**config.mk**
```make
export PLATFORM = sky130hd
export DESIGN_NAME = inst_fetch
export DESIGN_NICKNAME = d
export VERILOG_FILES = /design/src/rtl/inst_fetch.sv
export SDC_FILE = /design/constraint.sdc
export NUM_CORES = 1
export LEC_CHECK = 0
export ABC_AREA = 0
export CORE_MARGIN = 10
export CORE_UTILIZATION = 50
export CTS_CLUSTER_SIZE = 8
export DETAILED_ROUTE_END_ITERATION = 12
export PLACE_DENSITY = 0.87
export RECOVER_POWER = 50
export SYNTH_ARGS = -nofsm -noshare
export SYNTH_HDL_FRONTEND = slang
export SYNTH_SLANG_ARGS = --single-unit
```
**constraint.sdc**
```tcl
create_clock -name clk_i -period 4.55 [get_ports clk_i]
set_input_delay 0.6825 -clock clk_i [delete_from_list [all_inputs] [get_ports clk_i]]
set_output_delay 0.6825 -clock clk_i [all_outputs]
set_load 0.01 [all_outputs]
```
**src/rtl/inst_fetch.sv**
```systemverilog
// Instruction fetch: PC generation, pipelined instruction-bus requests and a prefetch FIFO
// toward decode. Optional misaligned-jump fault is enabled by defining IFU_MISALIGN_CHK_EN.
module inst_fetch #(
  parameter logic [31:0] RESET_PC        = 32'h0000_0000,
  parameter int          FIFO_DEPTH      = 2,
  parameter int          MAX_OUTSTANDING = 2
) (
  input  logic        clk_i,
  input  logic        rst_n_i,
  input  logic        fetch_en_i,
  input  logic        ex_jump_flag_i,
  input  logic [31:0] ex_jump_addr_i,
  output logic        ibus_req_o,
  output logic [31:0] ibus_addr_o,
  input  logic        ibus_gnt_i,
  input  logic        ibus_rvalid_i,
  input  logic [31:0] ibus_rdata_i,
  output logic        inst_valid_o,
  input  logic        id_ready_i,
  output logic [31:0] inst_o,
  output logic [31:0] inst_addr_o,
`ifdef IFU_MISALIGN_CHK_EN
  output logic        fetch_fault_o,
  output logic [31:0] fault_addr_o,
`endif
  output logic [1:0]  fsm_state_o
);

  // Handshakes: a bus request is accepted on a cycle with ibus_req_o & ibus_gnt_i, and an
  // instruction moves to decode on inst_valid_o & id_ready_i; neither side waits on the other.
  localparam int PW = $clog2(FIFO_DEPTH);
  localparam int FW = $clog2(FIFO_DEPTH + 1);
  localparam int OW = $clog2(MAX_OUTSTANDING + 1);
  localparam int AW = (MAX_OUTSTANDING > 1) ? $clog2(MAX_OUTSTANDING) : 1;
  localparam logic [AW-1:0] AQ_LAST = AW'(MAX_OUTSTANDING - 1);
  localparam logic [31:0]   NOP     = 32'h0000_0013;

  typedef enum logic [1:0] {
    IDLE  = 2'd0,
    RUN   = 2'd1,
    FAULT = 2'd2
  } state_t;

  state_t        state_q, state_nxt;
  logic          req_q, req_nxt;
  logic [31:0]   pc_q;
  logic [OW-1:0] live_q, live_nxt, stale_q, stale_nxt;
  logic [FW-1:0] cnt_q, cnt_nxt;
  logic [PW-1:0] rd_q, wr_q;
  logic [AW-1:0] aq_rd_q, aq_wr_q;
  logic [31:0]   fifo_data [FIFO_DEPTH];
  logic [31:0]   fifo_addr [FIFO_DEPTH];
  logic [31:0]   aq_mem    [MAX_OUTSTANDING];

  logic        flush, grant, issue, resp_live, resp_any, push, pop;
  logic [31:0] jump_target;

  function automatic logic [AW-1:0] aq_inc(input logic [AW-1:0] p);
    return (p == AQ_LAST) ? '0 : p + AW'(1);
  endfunction

`ifdef IFU_MISALIGN_CHK_EN
  logic        jump_misaligned;
  logic        fault_q;
  logic [31:0] fault_addr_q;
  assign jump_misaligned = ex_jump_flag_i && (ex_jump_addr_i[1:0] != 2'b00);
  assign jump_target     = ex_jump_addr_i;
  assign fetch_fault_o   = fault_q;
  assign fault_addr_o    = fault_addr_q;
`else
  assign jump_target = ex_jump_addr_i & ~32'h3;
`endif

  assign flush        = ex_jump_flag_i;
  assign grant        = req_q && ibus_gnt_i;
  assign issue        = grant && !flush;
  // A response belongs to a stale request first; only once those drain is it live.
  assign resp_live    = ibus_rvalid_i && (stale_q == '0) && (live_q != '0);
  assign resp_any     = ibus_rvalid_i && ((stale_q != '0) || (live_q != '0));
  assign inst_valid_o = (cnt_q != '0);
  assign push         = resp_live && !flush;
  assign pop          = inst_valid_o && id_ready_i && !flush;

  always_comb begin
    state_nxt = state_q;
    case (state_q)
      IDLE:    if (fetch_en_i) state_nxt = RUN;
      RUN:     if (!fetch_en_i) state_nxt = IDLE;
      default: state_nxt = state_q;
    endcase
`ifdef IFU_MISALIGN_CHK_EN
    if (ex_jump_flag_i) state_nxt = jump_misaligned ? FAULT : (fetch_en_i ? RUN : IDLE);
`endif
  end

  always_comb begin
    if (flush) begin
      live_nxt  = '0;
      stale_nxt = stale_q + live_q + OW'(grant) - OW'(resp_any);
      cnt_nxt   = '0;
    end else begin
      live_nxt  = live_q + OW'(grant) - OW'(resp_live);
      stale_nxt = stale_q - OW'(ibus_rvalid_i && (stale_q != '0));
      cnt_nxt   = cnt_q + FW'(push) - FW'(pop);
    end
    // Request credit is evaluated on next-cycle values so ibus_req_o can be a flop.
    req_nxt = (state_nxt == RUN) &&
              (32'(live_nxt) + 32'(cnt_nxt) < 32'(FIFO_DEPTH)) &&
              (32'(live_nxt) + 32'(stale_nxt) < 32'(MAX_OUTSTANDING));
  end

  always_ff @(posedge clk_i or negedge rst_n_i) begin
    if (!rst_n_i) begin
      state_q <= IDLE;
      req_q   <= 1'b0;
      pc_q    <= RESET_PC;
      live_q  <= '0;
      stale_q <= '0;
      cnt_q   <= '0;
      rd_q    <= '0;
      wr_q    <= '0;
      aq_rd_q <= '0;
      aq_wr_q <= '0;
`ifdef IFU_MISALIGN_CHK_EN
      fault_q      <= 1'b0;
      fault_addr_q <= '0;
`endif
    end else begin
      state_q <= state_nxt;
      req_q   <= req_nxt;
      live_q  <= live_nxt;
      stale_q <= stale_nxt;
      cnt_q   <= cnt_nxt;
      if (flush)      pc_q <= jump_target;
      else if (grant) pc_q <= pc_q + 32'd4;
      if (flush) begin
        rd_q    <= '0;
        wr_q    <= '0;
        aq_rd_q <= '0;
        aq_wr_q <= '0;
      end else begin
        if (push) begin
          wr_q    <= wr_q + PW'(1);
          aq_rd_q <= aq_inc(aq_rd_q);
        end
        if (pop)   rd_q    <= rd_q + PW'(1);
        if (issue) aq_wr_q <= aq_inc(aq_wr_q);
      end
`ifdef IFU_MISALIGN_CHK_EN
      if (flush) begin
        fault_q <= jump_misaligned;
        if (jump_misaligned) fault_addr_q <= ex_jump_addr_i;
      end
`endif
    end
  end

  always_ff @(posedge clk_i) begin
    if (push) begin
      fifo_data[wr_q] <= ibus_rdata_i;
      fifo_addr[wr_q] <= aq_mem[aq_rd_q];
    end
    if (issue) aq_mem[aq_wr_q] <= pc_q;
  end

  assign ibus_req_o  = req_q;
  assign ibus_addr_o = pc_q;
  assign inst_o      = inst_valid_o ? fifo_data[rd_q] : NOP;
  assign inst_addr_o = inst_valid_o ? fifo_addr[rd_q] : '0;
  assign fsm_state_o = state_q;

endmodule

```
### Word-level counts from Yosys, hierarchy flattened

Memories as Yosys holds them, arrays and structs flattened.
Cells that the tools add are included.

* $add $sub $neg: 15
* multipliers: 0
* divide/modulo/power cells: 0
* magnitude comparators: 2
* equal/unequal tests: 2
* shift operators: 0
* muxes and demuxes: 24
* bitwise gates (word level): 0
* reductions and logical operators: 22

Operators by type and width (count)
* 32-bit 2-to-1 mux: 4
* 32-bit by 3-bit adder with 32-bit output (second input constant): 1
* 1-bit 2-to-1 mux: 14
* 2-bit nonzero test: 7
* 1-bit logical AND: 11
* 2-bit 2-to-1 mux: 5
* 2-bit by 1-bit subtractor with 2-bit output: 4
* 2-bit by 1-bit adder with 2-bit output: 3
* 2-bit by 2-bit adder with 3-bit output: 2
* 3-bit by 2-bit less-than comparator with 1-bit output (second input constant): 2
* 1-bit adder (second input constant): 4
* 2-bit by 1-bit == test with 1-bit output (second input constant): 2
* 2-bit zero test: 2
* 2-bit one-hot mux with 2 select lines: 1
* 2-bit adder: 1
* 1-bit zero test: 1
* 1-bit logical OR: 1

* bits in registers: 45
* latch bits: 0
* bits in writable memories: 192
* ROM bits: 0
* bits of input ports: 71
* logic and storage cells: 78
* memories: 3

Memories
* aq_mem: words 2, bits a word 32, rd ports 1, clocked after memory_dff 0, write ports 1, line 53 `logic [31:0] aq_mem [MAX_OUTSTANDING];`
* fifo_addr: words 2, bits a word 32, rd ports 1, clocked after memory_dff 0, write ports 1, line 52 `logic [31:0] fifo_addr [FIFO_DEPTH];`
* fifo_data: words 2, bits a word 32, rd ports 1, clocked after memory_dff 0, write ports 1, line 51 `logic [31:0] fifo_data [FIFO_DEPTH];`

### Depth between registers and ports, before layout

Gate-level depths: netlist (run 1).

* depth in word-level cells: 11
* mapped depth: 12

### Least setup slack after synthesis (run 1)

Ideal clock, no wire load.

* path type: input-to-reg
* from: in ex_jump_flag_i
* to: mem fifo_addr[0][10], enable pin
* arrival: 3.938 ns
* required time: 4.068 ns
* path slack: 0.130 ns
* stages: 5
* buffers on the path: 2
* cells stage by stage: clkbuf_1 > clkinv_1 > clkbuf_1 > nand2_1 > nor2_1

* longest elaborated chain between the ends: 4

Ends and longest elaborated chain
* start, declared: line 11 `input logic ex_jump_flag_i,`
* 1-bit zero test: line 81 `assign push = resp_live && !flush;`
* 1-bit logical AND: line 81
* 1-bit 2-to-1 mux: line 159 `if (push) begin`
* 1-bit 2-to-1 mux (implied by the code): line 161 `fifo_addr[wr_q] <= aq_mem[aq_rd_q];`
* end, declared: line 52

No other way between the ends.

### Final worst setup path (run 1)

* from: in ex_jump_flag_i
* to: mem aq_mem[0][29], enable pin

* longest elaborated chain between the ends: 4

Ends and longest elaborated chain
* 1-bit zero test: line 76 `assign issue = grant && !flush;`
* 1-bit logical AND: line 76
* 1-bit 2-to-1 mux: line 163 `if (issue) aq_mem[aq_wr_q] <= pc_q;`
* 1-bit 2-to-1 mux (implied by the code): line 163
* end, declared: line 53

No other way between the ends.

==> run metrics, run 1 <==
synthesis-to-layout area growth 30.72%; worst reg-to-reg setup slack 1.61 ns; data arrival time of the critical path 3.75 ns; Yosys cell types 41; Hold Fails Final Rpt 0; DR iter-0 viols 351; DR vias 5762; Fmax 271.7 MHz; CTS clk-pin slew, worst paths 0.05 ns; M1 WL 8970 µm; Area contributors post-synth edfxtp_1, dfrtp_1, mux2i_1; reg2reg end ibus_req_o; die area 24480 µm²; n_diodes 0; Cell Area, Placed 11190 µm²; most frequent cells in the layout edfxtp_1, clkdlybuf4s50_1, nor2_1, mux2i_1, dfrtp_1; antenna-violating nets left 0; Setup CP Type in2reg; htree depth 2; initial antenna violation count 0; worst hold margin 0.4216 ns; Hold-fix buffers, CTS 0; RSZ-0062 raised after global routing no; setup bufs post-CTS 0; Boundary Pins 171; cell taking the most area after synthesis edfxtp_1; most common cell after layout, fill and taps aside edfxtp_1; critical path fanouts, max 41; DRC errors left 0; Initial Utilization 0.5131; total gr overflow 0; Max VDD drop 0.0002770 V; Syn Std Cell Area 9311 µm²; Ys Warns 0; pwr/cell area 440.5 nW/µm²; CTS Buffer Depth 3; average size of a mapped cell 14.73 µm²; Seq/Total Area, Yosys 0.7089; status finished with violations; number of core rows 49; Pre-antenna DRT Iters 4; Lkg Pwr 4.111 nW; vias in the first global route 5952; Reg2Reg Depth 11; post-layout instance count excluding filler cells 1055; global-route wire length before repair 33220 µm; Final Cell Area 12170 µm²; multi-input logic area 2556 µm²; Final setup viols 0; max cap viols 3; GRT Total Usage 0.1722; top sig layer met4; Total Neg Setup Slack 0 ns; hold wc startpoint fsm_state_o[1]; CP Launch Type primary input; Worst Tran Pin Value 2.355 ns; placed insts 1002; Worst Hold End fsm_state_o[1]; met3 wire len 1548 µm; largest net degree at the start of global routing 64; nets@finish 890; # port buffers 164; crit path time final 3.681 ns; Post-CTS Resized 0; Die W 156.5 µm; Register Area 6605 µm²; Critical R2R Launch stale_q[1]; hold crit path type reg2reg; Worst Skew 0.03534 ns; Hold Path Stages 0; synthesized instance count 632; drt total wl 21220 µm; Setup crit end kind flop; DP HPWL 13620 µm; layout filler cell count 1272; share of cells above drive strength 1 0.07748; drt wl/cell 20.12 µm; CTS tree built; clock latency on the worst-skew pair 0.51 ns; met2 WL post-DR 10350 µm; max-slew violation count 117; share of the synthesized area in the top cell type 0.5934; TritonCTS buffer count 34; Root Buffer clkbuf_16; failing checks capacitance limit, slew limit; slew margin rel. -0.5699; Final Power 5.362 mW; WP data required 4.62 ns; gpl congestion 0.7923; Die Span Y 156.5 µm; clock sinks 227; vias per cell 5.462; final worst-path cycle share 0.8089; Seq cells post-synth 227; Core Region 18150 µm²
cell families (layout without fill, tap and decap cells):
| group | Yosys count | in the layout | synth area share |
|---|---|---|---|
| other | 1 | 4 | 0.0004027 |
| adder cells (fa/ha/maj) | 10 | 10 | 0.01586 |
| buffers and inverters | 45 | 236 | 0.02002 |
| AND/OR/NAND/NOR | 184 | 184 | 0.09379 |
| XOR/XNOR | 23 | 23 | 0.02325 |
| multiplexers | 94 | 94 | 0.1051 |
| AO/OA/AOI/OAI | 48 | 48 | 0.03265 |
| flip-flops | 227 | 227 | 0.7089 |
routing by layer:
layer	track usage	up-vias
met4	0.05393	0
met3	0.04660	25
met2	0.2820	199
li1	-	2700
met5	0	-
met1	0.2192	2838
synth_stat cells, drive strengths merged:
cell type	count
a31oi	14
ha	7
xnor2	15
and3	3
nand4	4
o31a	2
edfxtp	184
nor3	4
or3	4
xor2	7
or2	3
clkbuf	25
nor4	6
clkinv	1
or4	15
nand2	33
or4b	1
nor3b	1
o21ai	16
o211ai	1
mux2i	64
and2	1
o21a	1
o31ai	12
nand3	15
mux2	30
and4	2
a21oi	1
fa	3
inv	9
dfrtp	43
nand2b	4
o311ai	1
xor3	1
nor2	86
conb	1
nor2b	2
buf	10
state kept, by name, summed over array words and instances, names as in the netlist:
register / cells
aq_mem: 60
aq_rd_q: 1
aq_wr_q: 1
cnt_q: 2
fifo_addr: 60
fifo_data: 64
fsm_state_o: 2
ibus_addr_o: 30
ibus_req_o: 1
live_q: 2
rd_q: 1
stale_q: 2
wr_q: 1
through the flow:
stage | setup slack (ns) | util
after floorplan | 0.1299 | -
after global placement | 1.066 | 0.6169
after detailed placement | 0.9926 | 0.6169
after CTS | 1.158 | 0.6717
after global routing | 0.6549 | 0.6707
final | 0.8693 | 0.6707
power breakdown:
group          switching (mW)  internal, mW
registers               0.111          2.37
logic                   0.285         0.298
clock network           0.839          1.46
total                    1.23          4.13
layout make-up:
cell class / count / share of cell area
multi-input cells: 363 / 0.2100
clock buffers: 50 / 0.07658
repair buffers: 173 / 0.1390
clock inverters: 3 / 0.005140
well taps: 229 / 0.02354
flip-flops and latches: 227 / 0.5427
inverters: 10 / 0.003084
how the worst max path moves through the flow:
stage,startpoint,endpoint,slack (ns),cells after the start
final,ex_jump_flag_i,aq_mem[0][29],0.87,4
after global routing,ex_jump_flag_i,aq_mem[0][29],0.65,4
after CTS,rd_q,inst_addr_o[18],1.16,3
after detailed placement,ibus_gnt_i,ibus_req_o,0.99,10
after global placement,ibus_gnt_i,ibus_req_o,1.07,10
after floorplan,ex_jump_flag_i,fifo_addr[0][10],0.13,5
worst max-delay path: stages:
cell           delay (ns)
dlygate4sd3_1        0.65
clkbuf_1             0.68
nor3_1               0.36
clkbuf_1             1.35
(Power assumes the default switching activity.)
==> run 2, diff against run 1 <==
- clock period: 4.55 -> 3.49 ns (I/O delays scaled with it)
==> run metrics, run 2 (same netlist as run 1, synthesis figures left out) <==
status finished with violations; failing checks capacitance limit, slew limit; Die Span Y 156.5 µm; most frequent cells in the layout edfxtp_1, clkdlybuf4s50_1, nor2_1, mux2i_1, dfrtp_1; DP HPWL 13940 µm; Max VDD drop 0.0003517 V; Post-CTS Resized 0; slew margin rel. -0.6015; DRC errors left 0; Place WS 0.1057 ns; top sig layer met5; vias per cell 5.376; biggest regs fifo_data x64, aq_mem x60, fifo_addr x60; GRT Total Usage 0.1682; die area 24480 µm²; Initial Utilization 0.5131; initial antenna violation count 2; max-slew violation count 168; hold crit path type reg2reg; Die W 156.5 µm; worst path bufs/invs 1; vias in the first global route 5981; Fmax 322.7 MHz; Core Region 18150 µm²; post-route setup slack 0.3908 ns; Boundary Pins 171; max cap viols 4; Worst Skew 0.02327 ns; synthesis-to-layout area growth 31.03%; DR vias 5693; Hold-fix buffers, CTS 0; RSZ-0062 raised after global routing no; Largest stage delay, worst path 0.57 ns; total gr overflow 0; drt wl/cell 19.55 µm; Final setup viols 0; nets@finish 894; htree depth 2; CP top delay family adder cells; TritonCTS buffer count 34; met2 WL post-DR 10140 µm; share of cells above drive strength 1 0.06996; gpl congestion 0.8285; worst reg-to-reg setup slack 0.51 ns; DR iter-0 viols 296; Critical-path top delay cell dlygate4sd3_1; most used cell, CP fa_1; most common cell after layout, fill and taps aside edfxtp_1; WP data required 3.87 ns; final worst-path cycle share 0.8880; setup bufs post-CTS 0; met3 wire len 1382 µm; Total Neg Setup Slack 0 ns; antenna-violating nets left 0; critical path fanouts, max 2; Pre-antenna DRT Iters 4; M1 WL 8820 µm; # port buffers 164; crit path time final 3.099 ns; CP Launch Type primary input; CTS Buffer Depth 3; Worst Tran Pin Value 2.402 ns; Hold Fails Final Rpt 0; Root Buffer clkbuf_16; drt total wl 20700 µm; worst-path cell chain dlygate4sd3_1, o21a_1, nand2b_1, ha_1, fa_1, xor3_1, nor2_1, a21oi_1, xor2_1, fa_1, nand2_1, nor4_1; data arrival time of the critical path 3.48 ns; clock latency on the worst-skew pair 0.50 ns; Setup CP Type in2reg; pwr/cell area 563.0 nW/µm²; global-route wire length before repair 32580 µm; number of flip-flops in the largest register 64; Setup crit end kind flop; clock sinks 227; Largest Register fifo_data; CTS tree built; Lkg Pwr 4.124 nW; number of core rows 49; largest net degree at the start of global routing 63; worst hold margin 0.4195 ns; CTS clk-pin slew, worst paths 0.05 ns
-- run 2: area by class of cell --
type / instances / area, µm²
antenna: 1 / 2.502
timing repair buffer: 177 / 1753
clock buffer: 49 / 928.4
sequential: 227 / 6605
fill: 1267 / 5947
multi-input combinational: 363 / 2547
tap: 229 / 286.5
clock inverter: 3 / 40.04
inverter: 10 / 37.54
-- run 2: power by group --
group | switching (mW) | internal (mW) | total [mW]
Combinational | 0.386 | 0.388 | 0.774
Sequential | 0.123 | 3.09 | 3.21
Clock | 1.06 | 1.83 | 2.88
Total | 1.57 | 5.30 | 6.87
-- run 2: worst paths after layout --
path | from | endpoint | cells after the start
worst max-delay path | ibus_rvalid_i | ibus_req_o | 12
worst min-delay path | fsm_state_o[1] | fsm_state_o[1] | 0
worst max register to register | stale_q[1] | ibus_req_o | 11
worst min register to register | fsm_state_o[1] | fsm_state_o[1] | 0
max in group asynchronous | rst_n_i | rd_q | 1
min in group asynchronous | rst_n_i | ibus_addr_o[26] | 1
-- run 2: metal layers --
metal	global-route usage	up-vias
met5	0	-
li1	-	2701
met4	0.04989	2
met3	0.04770	33
met2	0.2787	194
met1	0.2112	2763
-- run 2: per-stage QoR --
stage	power [mW]	utilization	instance area (µm²)	cells
2_1_floorplan	3.652	-	9330	635
3_3_place_gp	4.016	0.6216	11280	1006
3_5_place_dp	4.052	0.6216	11280	1006
4_1_cts	6.974	0.6750	12250	1058
5_1_grt	7.159	0.6723	12200	1059
6_report	6.868	0.6723	12200	1059
-- run 2: worst register-to-register path: cells and delay by family, from the launching register on --
| family | cells | cell delay, ns |
|---|---|---|
| adders and majority gates | 3 | 1.20 |
| and+or+nand+nor | 4 | 0.48 |
| AOI/OAI and AO/OA | 2 | 0.43 |
| DFF | 1 | 0.42 |
| xor gates and xnor gates | 2 | 0.34 |
